### config.mk
export PLATFORM = sky130hd
export DESIGN_NAME = lpm_bipad_ctrl
export DESIGN_NICKNAME = d
export VERILOG_FILES = /design/src/rtl/lpm_bipad_ctrl_pkg.sv /design/src/rtl/lpm_bipad_ctrl_timer.sv /design/src/rtl/lpm_bipad_ctrl.sv
export SDC_FILE = /design/constraint.sdc
export NUM_CORES = 1
export LEC_CHECK = 0
export BUFFER_PORTS_ARGS = -buffer_cell sky130_fd_sc_hd__buf_2
export CAP_MARGIN = 20
export CORE_MARGIN = 2
export CORE_UTILIZATION = 25
export DETAILED_ROUTE_END_ITERATION = 8
export PLACE_DENSITY = 0.44
export REMOVE_ABC_BUFFERS = 1
export SYNTH_ARGS = -nofsm -noshare
export SYNTH_HDL_FRONTEND = slang
export SYNTH_SLANG_ARGS = --single-unit
### constraint.sdc
create_clock -name clock -period 1.3 [get_ports clock]
set_input_delay 0.26 -clock clock [delete_from_list [all_inputs] [get_ports clock]]
set_output_delay 0.26 -clock clock [all_outputs]
set_load 0.02 [all_outputs]
### src/rtl/lpm_bipad_ctrl_pkg.sv
// Shared definitions for the lpm_bipad sequencing controller: controller
// state encoding and the helper that sizes the phase counter.
package lpm_bipad_ctrl_pkg;

    // Controller states; encodings are fixed so debug tooling can decode them.
    typedef enum logic [1:0] {
        ST_IDLE  = 2'd0,
        ST_WRITE = 2'd1,
        ST_READ  = 2'd2,
        ST_TURN  = 2'd3
    } ctrl_state_e;

    // Counter width: clog2 of the largest phase length, plus one bit of
    // headroom so a full-length load always fits without wrapping.
    function automatic int cnt_width(
        input int wr_cycles,
        input int rd_wait,
        input int turn_cycles
    );
        int largest;
        largest = wr_cycles;
        largest = (rd_wait > largest) ? rd_wait : largest;
        largest = (turn_cycles > largest) ? turn_cycles : largest;
        largest = (largest < 1) ? 1 : largest;
        return $clog2(largest) + 1;
    endfunction

endpackage

### src/rtl/lpm_bipad_ctrl_timer.sv
// Loadable down-counter that times each controller phase.  A load takes
// priority over counting; once at zero the counter holds there, so it never
// wraps.  zero_o is decoded straight from the counter register.
module lpm_phase_timer #(
    parameter int CNT_W = 2
) (
    input  logic             clk_i,
    input  logic             sclr_i,
    input  logic             load_i,
    input  logic [CNT_W-1:0] load_val_i,
    output logic             zero_o
);

    logic [CNT_W-1:0] cnt_q;
    logic [CNT_W-1:0] cnt_d;

    // Next count: load wins, otherwise step down and saturate at zero.
    always_comb begin
        cnt_d = cnt_q;
        if (load_i) begin
            cnt_d = load_val_i;
        end else if (cnt_q != '0) begin
            cnt_d = cnt_q - CNT_W'(1);
        end else begin
            cnt_d = cnt_q;
        end
    end

    // Counter register with synchronous clear.
    always_ff @(posedge clk_i) begin
        if (sclr_i) begin
            cnt_q <= '0;
        end else begin
            cnt_q <= cnt_d;
        end
    end

    assign zero_o = (cnt_q == '0);

endmodule

### src/rtl/lpm_bipad_ctrl.sv
// Sequencing controller placed in front of lpm_bipad.  Single-cycle
// write/read requests become timed pad cycles: a drive phase with enable
// high, a read phase with the pad released until the result is sampled, and
// a turnaround gap so the pad is never driven while an external device may
// still be driving it.  The FSM and all datapath registers live here; phase
// lengths come from one shared down-counter.
module lpm_bipad_ctrl
    import lpm_bipad_ctrl_pkg::*;
#(
    parameter int lpm_width       = 1,
    parameter int lpm_wr_cycles   = 2,
    parameter int lpm_rd_wait     = 2,
    parameter int lpm_turn_cycles = 1,
    parameter     lpm_hint        = "UNUSED"
) (
    input  logic                 clock,
    input  logic                 sclr,
    input  logic                 wr_req,
    input  logic [lpm_width-1:0] wr_data,
    input  logic                 rd_req,
    output logic                 ready,
    output logic [lpm_width-1:0] rd_data,
    output logic                 rd_valid,
    output logic [lpm_width-1:0] data,
    output logic                 enable,
    input  logic [lpm_width-1:0] result
);

    localparam int CNT_W = cnt_width(lpm_wr_cycles, lpm_rd_wait, lpm_turn_cycles);

    // Counter load values; each phase lasts (load value + 1) cycles.
    localparam logic [CNT_W-1:0] WR_LOAD   = CNT_W'(lpm_wr_cycles - 1);
    localparam logic [CNT_W-1:0] RD_LOAD   = CNT_W'(lpm_rd_wait - 1);
    localparam bit               HAS_TURN  = (lpm_turn_cycles > 0);
    localparam logic [CNT_W-1:0] TURN_LOAD = HAS_TURN ? CNT_W'(lpm_turn_cycles - 1) : '0;

    // The hint is informational only and selects no hardware.
    if ($bits(lpm_hint) == 0) begin : g_hint_empty
    end

    ctrl_state_e state_q;
    ctrl_state_e state_d;

    logic [lpm_width-1:0] data_q;
    logic [lpm_width-1:0] data_d;
    logic                 enable_q;
    logic                 enable_d;
    logic [lpm_width-1:0] rd_data_q;
    logic [lpm_width-1:0] rd_data_d;
    logic                 rd_valid_q;
    logic                 rd_valid_d;

    logic                 tmr_load;
    logic [CNT_W-1:0]     tmr_load_val;
    logic                 tmr_zero;

    logic                 ready_int;
    logic                 accept_wr;
    logic                 accept_rd;

    // Requests are taken only in IDLE and never while the clear is active;
    // a simultaneous write wins and the read is dropped.
    assign ready_int = (state_q == ST_IDLE) & ~sclr;
    assign accept_wr = ready_int & wr_req;
    assign accept_rd = ready_int & ~wr_req & rd_req;

    lpm_phase_timer #(
        .CNT_W (CNT_W)
    ) u_timer (
        .clk_i      (clock),
        .sclr_i     (sclr),
        .load_i     (tmr_load),
        .load_val_i (tmr_load_val),
        .zero_o     (tmr_zero)
    );

    // State and datapath registers; the clear aborts any phase immediately.
    always_ff @(posedge clock) begin
        if (sclr) begin
            state_q    <= ST_IDLE;
            data_q     <= '0;
            enable_q   <= 1'b0;
            rd_data_q  <= '0;
            rd_valid_q <= 1'b0;
        end else begin
            state_q    <= state_d;
            data_q     <= data_d;
            enable_q   <= enable_d;
            rd_data_q  <= rd_data_d;
            rd_valid_q <= rd_valid_d;
        end
    end

    // Next-state: phases end when the timer reaches zero; TURN is skipped
    // entirely when no turnaround is configured.
    always_comb begin
        state_d = state_q;
        case (state_q)
            ST_IDLE: begin
                if (accept_wr) begin
                    state_d = ST_WRITE;
                end else if (accept_rd) begin
                    state_d = ST_READ;
                end else begin
                    state_d = ST_IDLE;
                end
            end
            ST_WRITE, ST_READ: begin
                if (tmr_zero) begin
                    state_d = HAS_TURN ? ST_TURN : ST_IDLE;
                end else begin
                    state_d = state_q;
                end
            end
            ST_TURN: begin
                if (tmr_zero) begin
                    state_d = ST_IDLE;
                end else begin
                    state_d = ST_TURN;
                end
            end
            default: begin
                state_d = ST_IDLE;
            end
        endcase
    end

    // Output/datapath next values and timer loads for each state.
    always_comb begin
        data_d       = data_q;
        enable_d     = 1'b0;
        rd_data_d    = rd_data_q;
        rd_valid_d   = 1'b0;
        tmr_load     = 1'b0;
        tmr_load_val = '0;
        case (state_q)
            ST_IDLE: begin
                if (accept_wr) begin
                    data_d       = wr_data;
                    enable_d     = 1'b1;
                    tmr_load     = 1'b1;
                    tmr_load_val = WR_LOAD;
                end else if (accept_rd) begin
                    tmr_load     = 1'b1;
                    tmr_load_val = RD_LOAD;
                end else begin
                    enable_d     = 1'b0;
                end
            end
            ST_WRITE: begin
                if (tmr_zero) begin
                    enable_d     = 1'b0;
                    tmr_load     = HAS_TURN;
                    tmr_load_val = TURN_LOAD;
                end else begin
                    enable_d     = 1'b1;
                end
            end
            ST_READ: begin
                if (tmr_zero) begin
                    rd_data_d    = result;
                    rd_valid_d   = 1'b1;
                    tmr_load     = HAS_TURN;
                    tmr_load_val = TURN_LOAD;
                end else begin
                    rd_valid_d   = 1'b0;
                end
            end
            ST_TURN: begin
                enable_d = 1'b0;
            end
            default: begin
                enable_d = 1'b0;
            end
        endcase
    end

    assign ready    = ready_int;
    assign data     = data_q;
    assign enable   = enable_q;
    assign rd_data  = rd_data_q;
    assign rd_valid = rd_valid_q;

endmodule

==> impl_metrics.toml <==
[sta]
finalMaxSlewViolations = 0
final-hold-violation-count = 0
holdWs_ns = 0.250
finalSetupViolations = 0
max_freq_mhz = 769
slew_headroom_pct = 83.0
tns_ns = 0
tightest_slew_ns = 0.254
clock_skew_ns = 0.00587
rsz0062_at_grt = "true"
timing.final.crit_share_pct = 100
period_minus_slack_ns = 1.30
worst_slack_ns = 0.000213

[pwr]
clkPwrFrac_pct = 13.2
peakVddDrop_mv = 0.593
p_per_area_nw_per_um2 = 2340
comb_power_share_pct = 62.1
swShare_pct = 40.3
net-switching-power_mw = 0.603
power_mw = 1.49
intPower_mw = 0.892
sequentialPowerShare_pct = 24.7
p_leak_nw = 0.281

[cts]
cts-root-buf = "clkbuf_4"
clkSlewWorstSetupHoldPaths_ns = 0.06
cts_tree = "yes"
cts.sinks = 8
clockBufferDepth = 2
clk_latency_ns = 0.25
cts_buffers = 3
cts-htree-levels = 1
hold_buffers = 0

[placement]
hpwl_um = 694
globalplace.congestion = 0.737
dp.cells = 89
io_buffer_count = 10
place_area_um2 = 562
preCtsSetupSlack_ns = 0.0453

[setup_path]
cp_num_buf_inv = 2
crit_family = "flip-flops"
worstPathMaxFanout = 2
crit_path_end_kind = "output port"
worstPathRequired_ns = 1.04
cp-start-kind = "flop"
cp_slowest_cell = "dfxtp_2"
setup.worst_path.class = "reg -> out"
cpPeakStageDelay_ns = 0.32
critPathArrivalTime_ns = 1.04
critical_path.cell_chain = "inv_2 > ha_4 > nor2b_4 > buf_6"

[final_layout]
fillers = 174
post-route-util_pct = 36.6
layout.nets = 85
diodes = 0
syn2layout_area_growth_pct = 36.0
finalNonFillerCells = 95
seqCellArea_um2 = 163
drive_gt1_share_pct = 44.3
final_area_um2 = 638
multi_input_area_um2 = 294

[detailed_routing]
drc = 0
drt-initial-drc-count = 11
wl_per_cell_um = 9.98
ant_nets = 0
routed_wl_um = 948
firstDrtPassIters = 4
via_per_inst = 4.54
num_vias = 431

[synthesis]
ys_ff_latch = 8
yosys_warnings = 0
ys_seq_area_share_pct = 34.1
synth_cells = 52
ys_types = 20
synth_area_per_cell_um2 = 9.02
synth_area_um2 = 469

[grt]
first_global_vias = 388
grt_overflow = 0
grt_first_pass_wirelength_mm = 1.52
grt_start_max_net_pins = 10
antenna_found_initial = 0
gr-usage-all-layers_pct = 10.0

[die]
fp.dieH_um = 47.3
die_area_um2 = 2240
die_w_um = 47.3
start_util_pct = 26.9
rows = 15
pin_count = 11
core_um2 = 1750

[run_status]
status = "completed"

[hold_path]
hp-class = "in -> reg"

[run]
max_cap_violations = 0
-- placed cells by master, fill, tap and decap left out --
master | Yosys | final
buf_2 | 0 | 9
buf_4 | 1 | 7
dfxtp_1 | 8 | 6
nand2_1 | 5 | 5
nand3_1 | 4 | 4
nor2_1 | 4 | 4
ha_1 | 7 | 4
inv_1 | 5 | 3
a21oi_1 | 3 | 3
clkbuf_4 | 0 | 3
inv_2 | 0 | 2
nand2b_1 | 2 | 2
a31oi_1 | 2 | 2
ha_2 | 0 | 2
dfxtp_2 | 0 | 2
nor2b_4 | 1 | 1
o211ai_1 | 1 | 1
nor3b_1 | 1 | 1
nor2_4 | 1 | 1
a22oi_2 | 1 | 1
or2b_1 | 1 | 1
a211oi_1 | 2 | 1
or2_0 | 1 | 1
nand4b_1 | 1 | 1
a211oi_2 | 0 | 1
ha_4 | 0 | 1
buf_6 | 1 | 1
-- tightest hold or removal path, stage by stage --
cell	delay, ns
buf_2	0.10
nand3_1	0.05
a21oi_1	0.05
-- cell type report --
class / instances / area share (%)
Clock buffer: 3 / 3.53
Inverter: 5 / 2.94
Multi-Input combinational cell: 37 / 46.1
Tap cell: 25 / 4.90
Timing Repair Buffer: 17 / 17.1
Sequential cell: 8 / 25.5
-- power groups by stage --
stage	Combinational [mW]	Clock, mW	Sequential (mW)
final	0.928	0.197	0.369
after global routing	1.04	0.216	0.382
after CTS	0.897	0.201	0.369
after detailed placement	0.783	0	0.364
after global placement	0.795	0	0.362
after floorplan	0.496	0	0.410
-- synth_stat cells --
cell | count | area share [%]
nor2_4 | 1 | 2.4
nor2b_4 | 1 | 2.9
a211oi_1 | 2 | 3.2
nand3_1 | 4 | 4.3
dfxtp_1 | 8 | 34
nand2b_1 | 2 | 2.7
a21oi_1 | 3 | 3.2
nor2_1 | 4 | 3.2
ha_1 | 7 | 19
or2b_1 | 1 | 1.6
a22oi_2 | 1 | 2.7
nor3b_1 | 1 | 1.6
a31oi_1 | 2 | 2.7
buf_6 | 1 | 2.4
buf_4 | 1 | 1.6
o211ai_1 | 1 | 1.6
nand2_1 | 5 | 4.0
nand4b_1 | 1 | 1.9
or2_0 | 1 | 1.3
inv_1 | 5 | 4.0
-- repair_timing --
item	4_1_cts	5_1_grt
gates resized for setup	8	3
buffers inserted	3	0
pin swaps	0	0
setup endpoints to repair	1	3
-- layer usage --
layer,vias up,share of wire (%),global-route usage [%]
li1,212,-,-
met1,203,45,11.0
met2,14,49,17.0
met3,2,3.9,1.15
met4,0,2.0,8.33
met5,-,0,0
-- flip-flops by register name, summed over array words and instances, names as in the netlist --
name,count
enable,1
rd_data,1
data,1
u_timer.cnt_q,2
rd_valid,1
state_q,2
-- path summary, 6_finish.rpt --
kind              slack, ns  depth (start not counted)    endpoint        from
hold / removal         0.25                          3        data     wr_data
setup reg to reg       0.07                          6  state_q[0]  state_q[0]
hold reg to reg        0.45                          2     rd_data     rd_data
setup / recovery     0.0002                          4       ready  state_q[0]
-- kinds of logic after synthesis --
kind of cell    synth area share (%)
buf+inv                         8.00
fa+ha+maj                       18.7
simple gates                    25.9
flops                           34.1
compound gates                  13.3
Note: power is estimated with default switching activity, not from simulation.
